**src/rtl/apb_pkg.sv**
```systemverilog
// rtl/apb_pkg.sv - shared APB state encoding and default bus widths
// Purpose: one-hot APB phase encoding shared by the initiator and the
//          SRAM-side slave control block, plus default address/data widths.
// Ports:   none (package).
package apb_pkg;

    localparam logic [2:0] IDLE   = 3'b001;
    localparam logic [2:0] SETUP  = 3'b010;
    localparam logic [2:0] ACCESS = 3'b100;

    localparam int APB_ADDR_W = 12;
    localparam int APB_DATA_W = 32;

    typedef enum logic [2:0] {
        ST_IDLE   = IDLE,
        ST_SETUP  = SETUP,
        ST_ACCESS = ACCESS
    } apb_state_e;

endpackage

```
**src/rtl/apb_master_if.sv**
```systemverilog
// rtl/apb_master_if.sv - APB bus signal bundle with initiator/target views
// Purpose: groups the APB request and completion wires.
// Ports:   master modport drives psel/penable/pwrite/paddr/pwdata and
//          observes pready/prdata/pslverr; slave modport is the mirror.
interface apb_master_if
    import apb_pkg::*;
#(
    parameter int ADDR_W = APB_ADDR_W,
    parameter int DATA_W = APB_DATA_W
) ();

    logic              psel;
    logic              penable;
    logic              pwrite;
    logic [ADDR_W-1:0] paddr;
    logic [DATA_W-1:0] pwdata;
    logic              pready;
    logic [DATA_W-1:0] prdata;
    logic              pslverr;

    modport master (
        output psel, penable, pwrite, paddr, pwdata,
        input  pready, prdata, pslverr
    );

    modport slave (
        input  psel, penable, pwrite, paddr, pwdata,
        output pready, prdata, pslverr
    );

endinterface

```
**src/rtl/apb_wait_timer.sv**
```systemverilog
// rtl/apb_wait_timer.sv - ACCESS-phase wait-state counter with timeout flag
// Purpose: counts ACCESS cycles spent with pready low and flags the cycle
//          in which the transfer must be abandoned.
// Ports:   pclk, prstn (async active-low); clear restarts the count;
//          enable advances it; pready suppresses the flag (ready wins);
//          timeout_hit is combinational. TIMEOUT=0 never flags.
module apb_wait_timer #(
    parameter int TIMEOUT = 16
) (
    input  logic pclk,
    input  logic prstn,
    input  logic clear,
    input  logic enable,
    input  logic pready,
    output logic timeout_hit
);

    localparam int CNT_W = (TIMEOUT > 1) ? $clog2(TIMEOUT) : 1;
    localparam logic [CNT_W-1:0] LIMIT = CNT_W'((TIMEOUT == 0) ? 0 : TIMEOUT - 1);

    logic [CNT_W-1:0] cnt_q;
    logic [CNT_W-1:0] cnt_d;

    always_comb begin
        cnt_d = cnt_q;
        if (clear) begin
            cnt_d = '0;
        end else if (enable) begin
            cnt_d = cnt_q + 1'b1;
        end
    end

    always_ff @(posedge pclk or negedge prstn) begin
        if (!prstn) begin
            cnt_q <= '0;
        end else begin
            cnt_q <= cnt_d;
        end
    end

    assign timeout_hit = (TIMEOUT != 0) && (cnt_q == LIMIT) && !pready;

endmodule

```
**src/rtl/apb_master.sv**
```systemverilog
// rtl/apb_master.sv - APB initiator sequencing single commands into transfers
// Purpose: accepts read/write commands, runs APB SETUP/ACCESS phases, waits
//          on pready (bounded by TIMEOUT) and returns a one-cycle response.
// Ports:   pclk, prstn (async active-low); cmd_* valid/ready command port;
//          rsp_* one-cycle response; apb = APB bus (master modport).
module apb_master
    import apb_pkg::*;
#(
    parameter int ADDR_W  = APB_ADDR_W,
    parameter int DATA_W  = APB_DATA_W,
    parameter int TIMEOUT = 16
) (
    input  logic              pclk,
    input  logic              prstn,
    input  logic              cmd_valid,
    output logic              cmd_ready,
    input  logic              cmd_write,
    input  logic [ADDR_W-1:0] cmd_addr,
    input  logic [DATA_W-1:0] cmd_wdata,
    output logic              rsp_valid,
    output logic [DATA_W-1:0] rsp_rdata,
    output logic              rsp_err,
    apb_master_if.master      apb
);

    apb_state_e        state_q,     state_d;
    logic              psel_q,      psel_d;
    logic              penable_q,   penable_d;
    logic              pwrite_q,    pwrite_d;
    logic [ADDR_W-1:0] paddr_q,     paddr_d;
    logic [DATA_W-1:0] pwdata_q,    pwdata_d;
    logic              rsp_valid_q, rsp_valid_d;
    logic [DATA_W-1:0] rsp_rdata_q, rsp_rdata_d;
    logic              rsp_err_q,   rsp_err_d;

    logic timeout_hit;
    logic done;
    logic in_access;
    logic accept;

    apb_wait_timer #(.TIMEOUT(TIMEOUT)) u_timer (
        .pclk        (pclk),
        .prstn       (prstn),
        .clear       (accept),
        .enable      (in_access && !done),
        .pready      (apb.pready),
        .timeout_hit (timeout_hit)
    );

    always_comb begin
        in_access = (state_q == ST_ACCESS);
        done      = apb.pready || timeout_hit;
        // Gated by prstn so nothing is accepted while reset is held.
        cmd_ready = prstn && ((state_q == ST_IDLE) || (in_access && done));
        accept    = cmd_valid && cmd_ready;

        state_d     = state_q;
        pwrite_d    = pwrite_q;
        paddr_d     = paddr_q;
        pwdata_d    = pwdata_q;
        rsp_rdata_d = rsp_rdata_q;
        rsp_err_d   = rsp_err_q;

        case (state_q)
            ST_IDLE:   if (accept) state_d = ST_SETUP;
            ST_SETUP:  state_d = ST_ACCESS;
            ST_ACCESS: if (done) state_d = accept ? ST_SETUP : ST_IDLE;
            default:   state_d = ST_IDLE;
        endcase

        if (accept) begin
            pwrite_d = cmd_write;
            paddr_d  = {cmd_addr[ADDR_W-1:2], 2'b00};
            pwdata_d = cmd_wdata;
        end

        // In ACCESS psel and penable are both high, so pslverr is only
        // looked at in the qualified completion cycle.
        rsp_valid_d = in_access && done;
        if (rsp_valid_d) begin
            rsp_err_d   = timeout_hit || (apb.pready && apb.pslverr);
            rsp_rdata_d = (!pwrite_q && apb.pready && !apb.pslverr) ? apb.prdata : '0;
        end

        psel_d    = (state_d != ST_IDLE);
        penable_d = (state_d == ST_ACCESS);
    end

    always_ff @(posedge pclk or negedge prstn) begin
        if (!prstn) begin
            state_q     <= ST_IDLE;
            psel_q      <= 1'b0;
            penable_q   <= 1'b0;
            pwrite_q    <= 1'b0;
            paddr_q     <= '0;
            pwdata_q    <= '0;
            rsp_valid_q <= 1'b0;
            rsp_rdata_q <= '0;
            rsp_err_q   <= 1'b0;
        end else begin
            state_q     <= state_d;
            psel_q      <= psel_d;
            penable_q   <= penable_d;
            pwrite_q    <= pwrite_d;
            paddr_q     <= paddr_d;
            pwdata_q    <= pwdata_d;
            rsp_valid_q <= rsp_valid_d;
            rsp_rdata_q <= rsp_rdata_d;
            rsp_err_q   <= rsp_err_d;
        end
    end

    assign apb.psel    = psel_q;
    assign apb.penable = penable_q;
    assign apb.pwrite  = pwrite_q;
    assign apb.paddr   = paddr_q;
    assign apb.pwdata  = pwdata_q;
    assign rsp_valid   = rsp_valid_q;
    assign rsp_rdata   = rsp_rdata_q;
    assign rsp_err     = rsp_err_q;

endmodule

```
**src/flat_wrapper.sv**
```systemverilog
// flat-port wrapper written by rule: the top's interface ports become plain ports
module apb_master_flat import apb_pkg::*;
#(
    parameter int ADDR_W  = APB_ADDR_W,
    parameter int DATA_W  = APB_DATA_W,
    parameter int TIMEOUT = 16
)
  (pclk, prstn, cmd_valid, cmd_ready, cmd_write, cmd_addr, cmd_wdata, rsp_valid, rsp_rdata, rsp_err, apb_psel, apb_penable, apb_pwrite, apb_paddr, apb_pwdata, apb_pready, apb_prdata, apb_pslverr);
  apb_master_if #(.ADDR_W(ADDR_W), .DATA_W(DATA_W)) apb_i ();
  input  logic pclk;
  input  logic prstn;
  input  logic cmd_valid;
  output logic cmd_ready;
  input  logic cmd_write;
  input  logic [ADDR_W-1:0] cmd_addr;
  input  logic [DATA_W-1:0] cmd_wdata;
  output logic rsp_valid;
  output logic [DATA_W-1:0] rsp_rdata;
  output logic rsp_err;
  output wire logic [$bits(apb_i.psel)-1:0] apb_psel;
  output wire logic [$bits(apb_i.penable)-1:0] apb_penable;
  output wire logic [$bits(apb_i.pwrite)-1:0] apb_pwrite;
  output wire logic [$bits(apb_i.paddr)-1:0] apb_paddr;
  output wire logic [$bits(apb_i.pwdata)-1:0] apb_pwdata;
  input wire logic [$bits(apb_i.pready)-1:0] apb_pready;
  input wire logic [$bits(apb_i.prdata)-1:0] apb_prdata;
  input wire logic [$bits(apb_i.pslverr)-1:0] apb_pslverr;
  assign apb_psel = apb_i.psel;
  assign apb_penable = apb_i.penable;
  assign apb_pwrite = apb_i.pwrite;
  assign apb_paddr = apb_i.paddr;
  assign apb_pwdata = apb_i.pwdata;
  assign apb_i.pready = apb_pready;
  assign apb_i.prdata = apb_prdata;
  assign apb_i.pslverr = apb_pslverr;
  apb_master #(.ADDR_W(ADDR_W), .DATA_W(DATA_W), .TIMEOUT(TIMEOUT)) u_core (.pclk(pclk), .prstn(prstn), .cmd_valid(cmd_valid), .cmd_ready(cmd_ready), .cmd_write(cmd_write), .cmd_addr(cmd_addr), .cmd_wdata(cmd_wdata), .rsp_valid(rsp_valid), .rsp_rdata(rsp_rdata), .rsp_err(rsp_err), .apb(apb_i));
endmodule
```
**config.mk**
```make
export PLATFORM = sky130hd
export DESIGN_NAME = apb_master_flat
export DESIGN_NICKNAME = d
export VERILOG_FILES = /design/src/rtl/apb_pkg.sv /design/src/rtl/apb_master_if.sv /design/src/rtl/apb_wait_timer.sv /design/src/rtl/apb_master.sv /design/src/flat_wrapper.sv
export SDC_FILE = /design/constraint.sdc
export NUM_CORES = 1
export LEC_CHECK = 0
export BUFFER_PORTS_ARGS = -buffer_cell sky130_fd_sc_hd__buf_2
export CAP_MARGIN = 20
export CORE_MARGIN = 4
export CORE_UTILIZATION = 49
export DETAILED_ROUTE_END_ITERATION = 10
export HOLD_SLACK_MARGIN = 0.15
export PLACE_DENSITY = 0.82
export SYNTH_ARGS = -nofsm -noshare
export SYNTH_HDL_FRONTEND = slang
export SYNTH_HIERARCHICAL = 1
export SYNTH_SLANG_ARGS = --single-unit
```
**constraint.sdc**
```tcl
create_clock -name pclk -period 3.8 [get_ports pclk]
set_input_delay 0.19 -clock pclk [delete_from_list [all_inputs] [get_ports pclk]]
set_output_delay 0.19 -clock pclk [all_outputs]
set_load 0.05 [all_outputs]
```
==> flow_metrics.env <==
export IMPL_fp_row_count=30
export IMPL_drc_errors=0
export IMPL_p_leak_uw=0.00261
export IMPL_slowest_delay_ns=0.41
export IMPL_coreArea_sq_um=6760
export IMPL_drtIter0Drc=131
export IMPL_yosys_warnings=6
export IMPL_instances_no_fill=601
export IMPL_worst_pin_slew_ns=0.607
export IMPL_synthFlopType="dfrtp_1"
export IMPL_dieArea_sq_um=8330
export IMPL_die_h_microns=91.3
export IMPL_ant_nets=0
export IMPL_die_w_microns=91.3
export IMPL_cts_buffer_depth=2
export IMPL_crit_arrival_ns=2.73
export IMPL_status="finished, final reports clean"
export IMPL_netlist_top_cells_area="dfrtp_1 (63%), mux2_2 (13%), nand2_1 (7.1%)"
export IMPL_setup_tns_ns=0
export IMPL_io_pins=164
export IMPL_syn_avg_cell_area_sq_um=12.2
export IMPL_final_nets=600
export IMPL_r2r_cells=7
export IMPL_r2r_end="u_core/apb.pwdata[22]"
export IMPL_start_util_pct=50.3
export IMPL_post_drt_wl_per_cell_microns=14.8
export IMPL_via_count=2892
export IMPL_antenna_found_initial=0
export IMPL_ys_types=31
export IMPL_skew_ns=0.00710
export IMPL_critical_path_max_fanout=27
export IMPL_syn_to_final_growth_pct=54.3
export IMPL_drtPass1Iterations=4
export IMPL_wl_microns=8900
export IMPL_grt_max_degree=87
export IMPL_grt_pass1_vias=3107
export IMPL_synth_edf_count=0
export IMPL_port_buffers=159
export IMPL_syn_area_sq_um=3400
export IMPL_r2r_start="u_core/u_timer/cnt_q[0]"
export IMPL_cts_buffers=9
export IMPL_placed_cell_area_sq_um=4260
export IMPL_htreeDepth=3
export IMPL_clock_sinks=86
export IMPL_gp_congestion=0.731
export IMPL_vdd_drop_max_mv=0.290
export IMPL_ys_top_cells_by_count="dfrtp_1 (85), nand2_1 (64), mux2_2 (40)"
export IMPL_endpoint_kind="flop"
export IMPL_slew_viol_final=0
export IMPL_async_reset_ff_share_pct=100
export IMPL_worstSetupStartpointType="flop"
export IMPL_clk_pin_slew_ns=0.08
export IMPL_grt_first_pass_wirelength_microns=14700
export IMPL_grt_ovfl_total=0
export IMPL_cp_slowest_cell="or3b_4"
export IMPL_yosysMostFrequentCell="dfrtp_1"
export IMPL_cp_required_ns=4.03
export IMPL_finalInstanceArea_sq_um=5240
export IMPL_synth_top_area_share_pct=62.6
export IMPL_clock_latency_ns=0.34
export IMPL_yosysTopAreaCell="dfrtp_1"
export IMPL_cts_tree="built"
export IMPL_reg2reg_setup_slack_ns=1.30
export IMPL_cp_endpoint="u_core/apb.pwdata[22]"
export IMPL_timing_fmax_ghz=0.399
export IMPL_setup_violations=0
export IMPL_drv_cap=0
export IMPL_dpl_cell_count=508
export IMPL_hpwl_microns=5400
export IMPL_grt_use_total_pct=22.1
export IMPL_power_density_nw_per_um2=515
export IMPL_fillCellCount=419
export IMPL_critPathKind="flop to flop"
export IMPL_period_share_pct=65.9
export IMPL_min_period_ns=2.50
export IMPL_final_hold_viol_count=0
export IMPL_ys_seq_area_share_pct=63.4
export IMPL_rsz0062_at_grt="false"
export IMPL_synth_cells=279
export IMPL_cts_root_buf="clkbuf_8"
export IMPL_critPathLaunch="u_core/u_timer/cnt_q[0]"
export IMPL_holdCritPathClass="input pin to flop"
export IMPL_antenna_cells=0
export IMPL_whs_ns=0.295
export IMPL_drive_above_1_share_pct=43.8
export IMPL_vias_per_cell=4.81
export IMPL_path_cells="ha_1, and4b_1, nor2_1, or3b_4, a211oi_4, buf_4, mux2_2"
export IMPL_slew_headroom_pct=59.2
export IMPL_yosys_register_bits=86
[metal layers]
layer	GRT usage [%]	up-vias	part of all wire, %
li1	-	1404	-
met1	24.2	1350	37
met2	39.5	111	54
met3	4.89	27	5.6
met4	12.2	0	3.4
met5	0	-	0
[cell type report]
class	instances	area [sq um]	share of cell area, %
Timing Repair Buffer	242	1630	31.2
Tap cell	80	100	1.91
Sequential cell	86	2150	41.1
Inverter	2	7.51	0.143
Multi-Input combinational cell	176	1160	22.1
Clock inverter	4	47.5	0.907
Clock buffer	11	141	2.70
[flip-flops by register name, summed over array words and instances, names as in the netlist]
name,count
u_core/apb.pwdata,32
u_core/rsp_valid,1
u_core/rsp_err,1
u_core/u_timer/cnt_q,4
u_core/apb.pwrite,1
u_core/apb.paddr,10
u_core/apb.penable,1
u_core/rsp_rdata,32
u_core/apb.psel,1
u_core/state_q,3
[how the worst min path moves through the flow]
| stage | slack [ns] | to | depth (start not counted) | start |
|---|---|---|---|---|
| after global placement | 0.41 | u_core/apb.pwdata[19] | 2 | cmd_wdata[19] |
| after floorplan | -0.11 | u_core/apb.paddr[10] | 0 | prstn |
| after global routing | 0.32 | u_core/rsp_err | 3 | apb_pready |
| after CTS | 0.17 | u_core/rsp_rdata[2] | 2 | prstn |
| after detailed placement | 0.42 | u_core/apb.pwdata[20] | 2 | cmd_wdata[20] |
| final | 0.30 | u_core/rsp_err | 4 | apb_pslverr |
[worst max-delay path, delay by kind of cell, from the launching register on]
kind                     cells  cell delay, ns
flip-flops                   1            0.39
adder cells (fa/ha/maj)      1            0.19
AND/OR/NAND/NOR              3            0.83
buffers and inverters        1            0.35
AO/OA/AOI/OAI                1            0.23
multiplexers                 1            0.39
[repair_timing]
item | CTS | global route
hold endpoints to repair | 76 | 32
hold buffers | 76 | 1
resized for setup | 0 | 0
setup buffers | 0 | 0
[cell usage in the layout, fill, tap and decap left out, types with 2 or more instances in the layout]
cell type,n
mux2_2,40
nand2b_1,3
buf_4,6
nand3b_1,2
nor2_1,7
inv_1,2
dlygate4sd3_1,77
clkinv_2,2
o21ai_0,32
dfrtp_1,85
a21oi_1,5
conb_1,2
buf_2,158
nand2_1,64
mux2_1,3
clkbuf_8,10
[kinds of logic after synthesis]
kind of cell,after synthesis,share of synthesized area (%)
flip-flops,86,63.4
adder cells (fa/ha/maj),1,0.368
AO/OA/AOI/OAI,42,6.96
AND/OR/NAND/NOR,85,10.9
other,1,0.110
buffers and inverters,18,3.09
multiplexers,45,15.0
XOR/XNOR,1,0.258
[report_power, final]
group	total (uW)	leakage [uW]	internal, uW	switching (uW)
combinational	968	0.00142	288	680
clock	611	0.0000952	316	295
sequential	1120	0.00110	1050	67.7
total	2700	0.00261	1660	1040
[through the flow]
step	setup slack (ns)	util, %	total power, uW
floorplan	1.44	-	1800
global placement	1.36	63.0	2020
detailed placement	1.29	63.0	2040
CTS	1.28	77.1	2720
global route	1.18	77.6	2830
finish	1.30	77.6	2700
(Power assumes the default switching activity.)
